**src/rtl/riscv_mem_arb_pkg.sv**
```systemverilog
`default_nettype none
// ============================================================================
//  Module   : riscv_mem_arb_pkg
//  Brief    : Shared types and constants for the unified-memory I/D arbiter.
//  Revision : 1.0 - initial release
// ============================================================================
package riscv_mem_arb_pkg;

    // Width of each performance counter
    localparam int PERF_W = 32;

    typedef enum logic [0:0] {
        ARB_IDLE = 1'b0,
        ARB_WAIT = 1'b1
    } arb_state_t;

    typedef enum logic [1:0] {
        OWN_NONE = 2'd0,
        OWN_I    = 2'd1,
        OWN_D    = 2'd2
    } arb_owner_t;

endpackage : riscv_mem_arb_pkg
`default_nettype wire

```
**src/rtl/riscv_arb_perf_ctr.sv**
```systemverilog
`default_nettype none
// ============================================================================
//  Module   : riscv_arb_perf_ctr
//  Brief    : Three free-running wrap-around event counters (I grants,
//             D grants, conflict cycles) for the memory arbiter.
//  Revision : 1.0 - initial release
// ============================================================================
module riscv_arb_perf_ctr
    import riscv_mem_arb_pkg::*;
(
    input  logic              clk,
    input  logic              rst_n,
    input  logic              inc_i,
    input  logic              inc_d,
    input  logic              inc_conflict,
    output logic [PERF_W-1:0] i_cnt,
    output logic [PERF_W-1:0] d_cnt,
    output logic [PERF_W-1:0] conflict_cnt
);

    logic [PERF_W-1:0] r_i_cnt;
    logic [PERF_W-1:0] r_d_cnt;
    logic [PERF_W-1:0] r_conflict_cnt;

    // Count each event once per cycle; counters simply wrap on overflow
    always_ff @(posedge clk or negedge rst_n) begin
        if (!rst_n) begin
            r_i_cnt        <= '0;
            r_d_cnt        <= '0;
            r_conflict_cnt <= '0;
        end else begin
            if (inc_i)        r_i_cnt        <= r_i_cnt + PERF_W'(1);
            if (inc_d)        r_d_cnt        <= r_d_cnt + PERF_W'(1);
            if (inc_conflict) r_conflict_cnt <= r_conflict_cnt + PERF_W'(1);
        end
    end

    assign i_cnt        = r_i_cnt;
    assign d_cnt        = r_d_cnt;
    assign conflict_cnt = r_conflict_cnt;

endmodule : riscv_arb_perf_ctr
`default_nettype wire

```
**src/rtl/riscv_mem_arbiter.sv**
```systemverilog
`default_nettype none
// ============================================================================
//  Module   : riscv_mem_arbiter
//  Brief    : Shares one single-ported byte-maskable memory between the
//             fetch (I) and load/store (D) ports. D has fixed priority; I wins
//             after STARVE_MAX consecutive losses. One access in flight,
//             with a new grant allowed in the cycle its response returns.
//             Optional performance counters: define RISCV_ARB_PERF_EN.
//  Revision : 1.0 - initial release
// ============================================================================
module riscv_mem_arbiter
    import riscv_mem_arb_pkg::*;
#(
    parameter int ADDR_W     = 32,
    parameter int DATA_W     = 32,
    parameter int MEM_LAT    = 1,
    parameter int STARVE_MAX = 4
) (
    input  logic                  clk,
    input  logic                  rst_n,
    // fetch port
    input  logic                  i_req_valid,
    output logic                  i_req_ready,
    input  logic [ADDR_W-1:0]     i_req_addr,
    output logic                  i_resp_valid,
    output logic [DATA_W-1:0]     i_resp_data,
    // load/store port
    input  logic                  d_req_valid,
    output logic                  d_req_ready,
    input  logic [ADDR_W-1:0]     d_req_addr,
    input  logic                  d_req_we,
    input  logic [DATA_W/8-1:0]   d_req_mask,
    input  logic [DATA_W-1:0]     d_req_wdata,
    output logic                  d_resp_valid,
    output logic [DATA_W-1:0]     d_resp_data,
    // memory side
    output logic                  mem_en,
    output logic [DATA_W/8-1:0]   mem_we,
    output logic [ADDR_W-1:0]     mem_addr,
    output logic [DATA_W-1:0]     mem_wdata,
    input  logic [DATA_W-1:0]     mem_rdata,
    // performance counters
    output logic [PERF_W-1:0]     perf_i_grants,
    output logic [PERF_W-1:0]     perf_d_grants,
    output logic [PERF_W-1:0]     perf_conflict
);

    localparam int c_cnt_w = $clog2(MEM_LAT + 1);
    localparam int c_stv_w = $clog2(STARVE_MAX + 1);
    localparam logic [c_cnt_w-1:0] c_cnt_load   = c_cnt_w'(MEM_LAT - 1);
    localparam logic [c_stv_w-1:0] c_starve_max = c_stv_w'(STARVE_MAX);

    arb_state_t          r_state,  w_state_nxt;
    arb_owner_t          r_owner,  w_owner_nxt;
    logic [c_cnt_w-1:0]  r_cnt,    w_cnt_nxt;
    logic [c_stv_w-1:0]  r_starve, w_starve_nxt;
    logic                r_store,  w_store_nxt;

    logic w_resp_now;
    logic w_can_issue;
    logic w_i_win;
    logic w_d_win;

    // State, owner, latency countdown and starvation tracking registers
    always_ff @(posedge clk or negedge rst_n) begin
        if (!rst_n) begin
            r_state  <= ARB_IDLE;
            r_owner  <= OWN_NONE;
            r_cnt    <= '0;
            r_starve <= '0;
            r_store  <= 1'b0;
        end else begin
            r_state  <= w_state_nxt;
            r_owner  <= w_owner_nxt;
            r_cnt    <= w_cnt_nxt;
            r_starve <= w_starve_nxt;
            r_store  <= w_store_nxt;
        end
    end

    // Arbitration, response return and memory drive; rst_n gates issue so
    // every output reads zero while reset is held
    always_comb begin
        w_state_nxt  = r_state;
        w_owner_nxt  = r_owner;
        w_cnt_nxt    = r_cnt;
        w_starve_nxt = r_starve;
        w_store_nxt  = r_store;

        i_req_ready  = 1'b0;
        d_req_ready  = 1'b0;
        i_resp_valid = 1'b0;
        i_resp_data  = '0;
        d_resp_valid = 1'b0;
        d_resp_data  = '0;
        mem_en       = 1'b0;
        mem_we       = '0;
        mem_addr     = '0;
        mem_wdata    = '0;

        w_resp_now  = (r_state == ARB_WAIT) && (r_cnt == '0);
        w_can_issue = rst_n && ((r_state == ARB_IDLE) || w_resp_now);
        w_i_win     = w_can_issue && i_req_valid &&
                      (!d_req_valid || (r_starve == c_starve_max));
        w_d_win     = w_can_issue && d_req_valid && !w_i_win;

        // Response for the access in flight; read data passes straight through
        if (w_resp_now) begin
            if (r_owner == OWN_I) begin
                i_resp_valid = 1'b1;
                i_resp_data  = mem_rdata;
            end else if (r_owner == OWN_D) begin
                d_resp_valid = 1'b1;
                d_resp_data  = r_store ? '0 : mem_rdata;
            end
            w_state_nxt = ARB_IDLE;
            w_owner_nxt = OWN_NONE;
        end else if (r_state == ARB_WAIT) begin
            w_cnt_nxt = r_cnt - c_cnt_w'(1);
        end

        // New grant may coincide with the response above
        if (w_i_win) begin
            i_req_ready = 1'b1;
            mem_en      = 1'b1;
            mem_addr    = i_req_addr;
            w_state_nxt = ARB_WAIT;
            w_owner_nxt = OWN_I;
            w_cnt_nxt   = c_cnt_load;
            w_store_nxt = 1'b0;
        end else if (w_d_win) begin
            d_req_ready = 1'b1;
            mem_en      = 1'b1;
            mem_addr    = d_req_addr;
            mem_wdata   = d_req_wdata;
            mem_we      = d_req_we ? d_req_mask : '0;
            w_state_nxt = ARB_WAIT;
            w_owner_nxt = OWN_D;
            w_cnt_nxt   = c_cnt_load;
            w_store_nxt = d_req_we;
        end

        // Consecutive I losses; cleared whenever I is idle or served
        if (!i_req_valid || w_i_win) begin
            w_starve_nxt = '0;
        end else if (w_d_win && (r_starve != c_starve_max)) begin
            w_starve_nxt = r_starve + c_stv_w'(1);
        end
    end

`ifdef RISCV_ARB_PERF_EN
    logic w_conflict;
    assign w_conflict = i_req_valid && d_req_valid && (w_i_win || w_d_win);

    riscv_arb_perf_ctr u_perf (
        .clk          (clk),
        .rst_n        (rst_n),
        .inc_i        (w_i_win),
        .inc_d        (w_d_win),
        .inc_conflict (w_conflict),
        .i_cnt        (perf_i_grants),
        .d_cnt        (perf_d_grants),
        .conflict_cnt (perf_conflict)
    );
`else
    assign perf_i_grants = '0;
    assign perf_d_grants = '0;
    assign perf_conflict = '0;
`endif

endmodule : riscv_mem_arbiter
`default_nettype wire

```
**config.mk**
```make
export PLATFORM = sky130hd
export DESIGN_NAME = riscv_mem_arbiter
export DESIGN_NICKNAME = d
export VERILOG_FILES = /design/src/rtl/riscv_mem_arb_pkg.sv /design/src/rtl/riscv_arb_perf_ctr.sv /design/src/rtl/riscv_mem_arbiter.sv
export SDC_FILE = /design/constraint.sdc
export NUM_CORES = 1
export LEC_CHECK = 0
export BUFFER_PORTS_ARGS = -buffer_cell sky130_fd_sc_hd__buf_2
export CAP_MARGIN = 15
export CORE_AREA = 3 3 141 143
export CTS_CLUSTER_DIAMETER = 120
export CTS_CLUSTER_SIZE = 40
export DETAILED_ROUTE_END_ITERATION = 7
export DIE_AREA = 0 0 144 146
export PLACE_DENSITY = 0.54
export SKIP_LAST_GASP = 1
export SYNTH_ARGS = -nofsm -noshare
export SYNTH_HDL_FRONTEND = slang
export SYNTH_SLANG_ARGS = --single-unit
```
**constraint.sdc**
```tcl
create_clock -name clk -period 2.78 [get_ports clk]
set_clock_uncertainty 0.15 [all_clocks]
set_input_delay 0 -clock clk [delete_from_list [all_inputs] [get_ports clk]]
set_output_delay 0 -clock clk [all_outputs]
set_load 0.05 [all_outputs]
```
======== Word level (Yosys, flattened, before mapping) ========
Index checks and enable logic that the tools add are counted.
word-level totals
  register bits ........................... 8
  input port bits ......................... 137
  output and inout port bits .............. 233
  logic and storage cells ................. 68
cells by class
  add/sub/neg operators ................... 2
  equal/unequal tests ..................... 5
  mux-type cells .......................... 36
  bitwise logic cells ..................... 2
  reduce and logical (&&, ||, !) cells .... 18
operator list
  operator                                                                 number
  32-bit 2-to-1 mux                                                        10
  1-bit 2-to-1 mux                                                         18
  4-bit 2-to-1 mux                                                         3
  1-bit logical AND                                                        7
  2-bit 2-to-1 mux                                                         3
  3-bit 2-to-1 mux                                                         2
  3-bit nonzero test                                                       2
  2-bit nonzero test                                                       2
  3-bit by 1-bit adder with 3-bit output, second input constant            1
  3-bit == test, second input constant                                     1
  1-bit logical NOT                                                        3
  1-bit logical OR                                                         3
  3-bit by 1-bit inequality test with 1-bit output, second input constant  1
  3-bit inequality test, second input constant                             1
  2-bit by 1-bit == test with 1-bit output, second input constant          1
  2-bit == test, second input constant                                     1
  1-bit NOT                                                                2
  2-bit AND reduction                                                      1
  1-bit subtractor, second input constant                                  1

======== Depth between registers and ports, before layout ========
Gate-level depths: netlist (run 1).
  word-level depth ........................ 11
  depth in mapped cells ................... 8
  gate-level depth less buffers ........... 5

======== Least setup slack after synthesis (run 1) ========
No wires, ideal clock.
  path type ............................... register to output
  start ................................... register r_starve[0]
  end ..................................... output port mem_addr[22]
  arrival time ............................ 2.058 ns
  setup slack ............................. 0.572 ns
  cell stages (with the launch flop) ...... 9
  buffers on the path ..................... 3
  cell sequence ........................... dfrtp_1 inv_1 ha_1 a21bo_1 buf_2 and2_1 buf_6 buf_6 o21ai_1
on the way
  longest elaborated chain between the ends .. 7
ends and longest elaborated chain
  what                    line                      RTL
  from (decl)             riscv_mem_arbiter.sv:56   logic [c_stv_w-1:0] r_starve, w_starve_nxt;
  from (signal assigned)  riscv_mem_arbiter.sv:76   r_starve <= w_starve_nxt;
  3-bit == test (*)       riscv_mem_arbiter.sv:104  (!d_req_valid || (r_starve == c_starve_max));
  1-bit logical OR (*)    riscv_mem_arbiter.sv:104
  1-bit logical AND (*)   riscv_mem_arbiter.sv:103  w_i_win = w_can_issue && i_req_valid &&
  1-bit logical NOT       riscv_mem_arbiter.sv:105  w_d_win = w_can_issue && d_req_valid && !w_i_win;
  1-bit logical AND       riscv_mem_arbiter.sv:105
  32-bit 2-to-1 mux       riscv_mem_arbiter.sv:131  end else if (w_d_win) begin
  32-bit 2-to-1 mux (*)   riscv_mem_arbiter.sv:123  if (w_i_win) begin
  to (decl)               riscv_mem_arbiter.sv:39   output logic [ADDR_W-1:0] mem_addr,
Every way passes the cells marked *; elsewhere a longest branch is shown, timed or not.

======== Worst setup path in the final report (run 1) ========
  start ................................... register r_starve[0]
  end ..................................... output port mem_addr[2]
The elaborated chain is that of the path after synthesis.

==> results of run 1 <==
placed cells by master (no fill, tap or decap), types with 7 or more instances in the layout:
master | Yosys | final
and2_1 | 66 | 66
buf_2 | 7 | 269
conb_1 | 1 | 96
nand4_1 | 32 | 32
and3_1 | 37 | 37
o21ai_1 | 35 | 35
buf_4 | 99 | 7
nand3_1 | 37 | 37
dfrtp_1 | 8 | 8
logic make-up (layout without fill, tap and decap cells):
logic type / after synthesis / count (layout) / synth area share [%]
AND/OR/NAND/NOR: 185 / 185 / 43.96
other: 1 / 96 / 0.1484
adder cells (fa/ha/maj): 2 / 2 / 0.9899
buffers and inverters: 137 / 289 / 36.58
AO/OA/AOI/OAI: 46 / 46 / 10.40
flip-flops: 8 / 8 / 7.921
state kept, by name, summed over array words and instances, names as in the netlist:
signal,count
r_starve,3
r_cnt,1
r_state,1
r_owner,2
r_store,1
timing repair:
action                                 CTS  global route
hold buffers                             1             0
endpoints found under the hold margin    8             0
resized for setup                        0             0
layout make-up:
type	instances	area, sq um
multi-input combinational	329	1759
clock buffer	3	75.07
sequential	8	200.2
timing repair buffer	282	1509
tap	234	292.8
inverter	4	15.01
fill	2141	14850
worst paths after layout:
path | end | slack [ns] | cells after the start
worst max-delay path | mem_addr[2] | 0.57 | 7
worst min-delay path | r_store$_DFFE_PN0P_ | -0.04 | 2
worst max register to register | r_starve[1]$_DFFE_PN0P_ | 1.07 | 6
worst min register to register | r_owner[0]$_DFFE_PN0P_ | 0.37 | 2
max in group asynchronous | r_store$_DFFE_PN0P_ | 2.25 | 2
min in group asynchronous | r_starve[0]$_DFFE_PN0P_ | 0.02 | 2
worst reg2reg max path: stages (launching register included):
cell	delay (ns)
dfrtp_1	0.39
inv_1	0.08
ha_1	0.18
a21bo_1	0.26
and2_1	0.19
buf_4	0.22
o32ai_1	0.12
power groups by stage:
stage | Clock (W) | Combinational, W | Sequential (W)
2_1_floorplan | 0 | 0.000835 | 0.000129
3_3_place_gp | 0 | 0.000941 | 0.000133
3_5_place_dp | 0 | 0.000939 | 0.000133
4_1_cts | 0.000251 | 0.000942 | 0.000131
5_1_grt | 0.000256 | 0.000994 | 0.000132
6_report | 0.000244 | 0.000941 | 0.000131
routing by layer:
layer	share of wire, %	wire length (um)	up-vias	global-route usage (%)
met5	0	0	-	0
met4	0.58	60	0	0.9887
met3	9.2	957	6	1.084
met2	52	5428	214	16.15
met1	38	3957	1395	10.40
li1	-	-	1597	-
stage by stage:
step / area, sq um / hold slack (ns) / worst slack, ns
floorplan: 2884 / -0.4456 / 0.5723
global placement: 3766 / -0.2681 / 0.8340
detailed placement: 3766 / -0.2677 / 0.8249
CTS: 3851 / 0.008357 / 0.5675
global route: 3851 / 0.003925 / 0.4402
finish: 3851 / -0.04107 / 0.5699
==> out/metrics.csv, run 1 <==
metric,value,unit
Sw Ratio,61.95,%
Internal,0.0005010,W
startpoint types,register,
DR vias,3212,
Die ar.,21020,sq um
Mapped Area,2527,sq um
Die H,146,um
R2R Path Start,r_starve[0]$_DFFE_PN0P_,
WL/cell,12.10,um
ANT nets after route,0,
Pins Over Slew Limit,0,
VDD IR max,0.0001388,V
crit end category,primary output,
vias per inst,3.735,
1st-iter DRT viols,122,
most numerous cell in the Yosys netlist,buf_4,
clk buf depth,2,
hold wc startpoint,d_req_we,
Area Overhead vs Synth,52.38,%
Clock transition at path regs,0.04,ns
leak pwr,2.409,nW
min-delay worst type,in -> reg,
Die Width,144,um
DRC viols,0,
Power Total,0.001317,W
largest cells by area after synthesis,"buf_4, and2_1, and3_1",
Post-CTS Setup Bufs,0,
site row count,50,
WP data arrival,2.06,ns
number of clock sinks,8,
DR pass1 iterations,4,
"Slowest-stage cell, CP",dfrtp_1,
vias in the first global route,2844,
antenna cells,0,
largest net degree at the start of global routing,70,
"area leader, netlist",buf_4,
most frequent cells after synthesis,"buf_4, and2_1, and3_1, nand3_1, o21ai_1",
number of enable flip-flop cells after synthesis,0,
failing checks,hold timing,
Slew @ Worst Pin,0.7890,ns
Global Route Usage Sum,8.529,%
crit path from,r_starve[0]$_DFFE_PN0P_,
CTS H-Tree Depth,1,
final net count,767,
fin crit share,79.50,%
Final Core Density,20.59,%
crit-path cells,inv_1 -> ha_1 -> a21bo_1 -> and2_1 -> buf_4 -> o21ai_1 -> buf_2,
Yosys reg bits,8,
CTS tree,yes,
final hold viol count,1,
initial antenna violation count,0,
Pwr per Cell Area,341.9,nW/um^2
Slew headroom,47.34,%
switching pwr,0.0008157,W
Port Buffer Count,273,
Max-cap violations,0,
Main synth FF type,dfrtp_1,
WP buf/inv,3,
"Req. time, crit path",2.63,ns
CP max FO,19,
Crit Path Class,reg -> out,
Synth top area share,29.41,%
Initial Util,13.51,%
cell family with most CP delay,buffers and inverters,
RSZ-0062 raised after global routing,false,
Cells after Synth,379,
Final Critical Period,2.210,ns
Max Clk Rate,452.5,MHz
Post-synth ARST share,100.0,%
num ports,370,
Worst-Skew Late Latency,0.23,ns
Synth cell types,29,
drt total wl,10400,um
global placement routability congestion,0.7325,
DP HPWL,8726,um
setup TNS,0,ns
register area share after synthesis,7.921,%
root buf cell,clkbuf_16,
Synth Warn #,0,
Layout Cells excl Fill,860,
Num CTS Buffers,3,
critical path's largest stage delay,0.36,ns
placed insts,856,
Final Setup Violations,0,
Clk pwr share,18.5,%
layout cells sized above 1,45.85,%
Comb power frac,71.5,%
synthesized area per cell,6.669,sq um
register share of total power,10.0,%
gr ovfl total,0,
Min Hold Slack,-0.04107,ns
first-pass GRT wire length,14850,um
core region area,18710,sq um
status,"finished, violations left",
Note: power is estimated with default switching activity, not from simulation.
==> run 2, diff against run 1 <==
==> constraint.sdc (replaced) <==
create_clock -name clk -period 2.2 [get_ports clk]
set_clock_uncertainty 0.15 [all_clocks]
set_input_delay 0 -clock clk [delete_from_list [all_inputs] [get_ports clk]]
set_output_delay 0 -clock clk [all_outputs]
set_load 0.05 [all_outputs]
==> out/metrics.csv, run 2 (same netlist as run 1, synthesis figures left out) <==
metric,value,unit,change
crit end category,primary output,,
Pwr per Cell Area,424.8,nW/um^2,+24%
number of clock sinks,8,,unchanged
root buf cell,clkbuf_16,,
"Req. time, crit path",2.05,ns,-0.58 ns
Die ar.,21020,sq um,unchanged
clk buf depth,2,,unchanged
1st-iter DRT viols,125,,+2.5%
initial antenna violation count,0,,unchanged
Die H,146,um,unchanged
ANT nets after route,0,,unchanged
CTS tree,yes,,
largest net degree at the start of global routing,42,,-40%
vias in the first global route,2841,,-0.11%
CP max FO,19,,unchanged
final net count,776,,+1.2%
CTS H-Tree Depth,1,,unchanged
DRC viols,0,,unchanged
antenna cells,0,,unchanged
WP data arrival,1.92,ns,-0.14 ns
num ports,370,,unchanged
final instance area,3986,sq um,+3.5%
DP HPWL,8917,um,+2.2%
VDD IR max,0.0001841,V,+33%
final hold viol count,0,,-1
Final Critical Period,2.065,ns,
R2R Setup Slk,0.58,ns,-0.49 ns
leak pwr,2.465,nW,+2.3%
fin crit share,93.88,%,
DR pass1 iterations,4,,unchanged
Num CTS Buffers,3,,unchanged
Clock transition at path regs,0.04,ns,about the same
Crit Path Class,reg -> out,,
Crit Reg-Reg Endpoint,r_starve[1]$_DFFE_PN0P_,,
site row count,50,,unchanged
largest reg by FF count,r_starve,,
startpoint types,register,,
"commonest cells after routing, fill and taps aside","buf_2, conb_1, and2_1",,
largest registers,"r_starve x3, r_owner x2",,
R2R depth,6,,unchanged
Post-CTS Setup Bufs,0,,unchanged
Port Buffer Count,273,,unchanged
Pins Over Slew Limit,0,,unchanged
min-delay worst type,in -> async,,
WL/cell,12.08,um,-0.17%
pre-CTS setup slack,0.3569,ns,-0.4680 ns
DR vias,3269,,+1.8%
R2R Path Start,r_starve[0]$_DFFE_PN0P_,,
worst setup margin,0.1346,ns,-0.4353 ns
RSZ-0062 raised after global routing,false,,
core region area,18710,sq um,unchanged
vias per inst,3.762,,+0.72%
Max Clk Rate,484.2,MHz,
Global Route Usage Sum,8.602,%,+0.074 points
setup TNS,0,ns,unchanged
status,"finished, final reports clean",,
drt total wl,10500,um,+0.87%
Die Width,144,um,unchanged
first-pass GRT wire length,14810,um,-0.28%
CP Capture Point,mem_addr[7],,
DP Area,3881,sq um,+3.1%
Area Overhead vs Synth,57.72,%,
Worst-Skew Late Latency,0.23,ns,about the same
Final Setup Violations,0,,unchanged
"commonest non-fill, non-tap cell in the layout",buf_2,,
crit path from,r_starve[0]$_DFFE_PN0P_,,
max FFs per register,3,,unchanged
global placement routability congestion,0.7247,,-1.1%
Initial Util,13.51,%,unchanged
gr ovfl total,0,,unchanged
layout cells sized above 1,46.46,%,+0.61 points
Max-cap violations,0,,unchanged
[run 2: critical path, cell delays in order (launching register included)]
cell	delay, ns
dfrtp_1	0.35
inv_1	0.06
ha_1	0.22
a21bo_1	0.22
and2_1	0.19
buf_4	0.21
o21ai_1	0.15
buf_2	0.27
[run 2: timing repair]
| action | CTS | global route |
|---|---|---|
| setup endpoints to repair | 0 | 4 |
| resized for setup | 0 | 4 |
| hold buffers | 2 | 0 |
| endpoints found under the hold margin | 9 | 0 |
[run 2: metrics by stage]
stage	utilization [%]	hold WS, ns	instances	total power [W]
3_3_place_gp	20.75	-0.2077	864	0.001381
5_1_grt	21.31	0.1310	869	0.001779
3_5_place_dp	20.75	-0.2030	864	0.001379
4_1_cts	21.26	0.09984	869	0.001698
2_1_floorplan	-	-0.4456	474	0.001218
6_report	21.31	0.08485	869	0.001693
[run 2: power by group]
| group | leakage (nW) | internal (W) | switching, W |
|---|---|---|---|
| Clock | 0.0370 | 0.000235 | 0.0000750 |
| Combinational | 2.32 | 0.000264 | 0.000953 |
| Sequential | 0.105 | 0.000158 | 0.00000810 |
| Total | 2.46 | 0.000657 | 0.00104 |
[run 2: final cells by class]
| cell class | instances | area [sq um] |
|---|---|---|
| inverter | 4 | 15.01 |
| tap | 234 | 292.8 |
| timing repair buffer | 291 | 1644 |
| fill | 2091 | 14720 |
| multi-input combinational | 329 | 1759 |
| clock buffer | 3 | 75.07 |
| sequential | 8 | 200.2 |
[run 2: worst min-delay path by stage]
stage               start                      to  slack (ns)
CTS                 rst_n  r_owner[0]$_DFFE_PN0P_         0.1
global route        rst_n  r_owner[1]$_DFFE_PN0P_        0.13
detailed placement  rst_n     r_state$_DFFE_PN0P_       -0.20
finish              rst_n  r_owner[0]$_DFFE_PN0P_        0.08
floorplan           rst_n       r_cnt$_DFFE_PN0P_       -0.45
global placement    rst_n  r_owner[1]$_DFFE_PN0P_       -0.21
[run 2: layer usage]
metal,GRT usage (%),up-vias,wire [um]
li1,-,1619,-
met1,10.14,1442,4010
met2,16.50,202,5510
met3,1.216,6,911
met4,1.224,0,63
met5,0,-,0
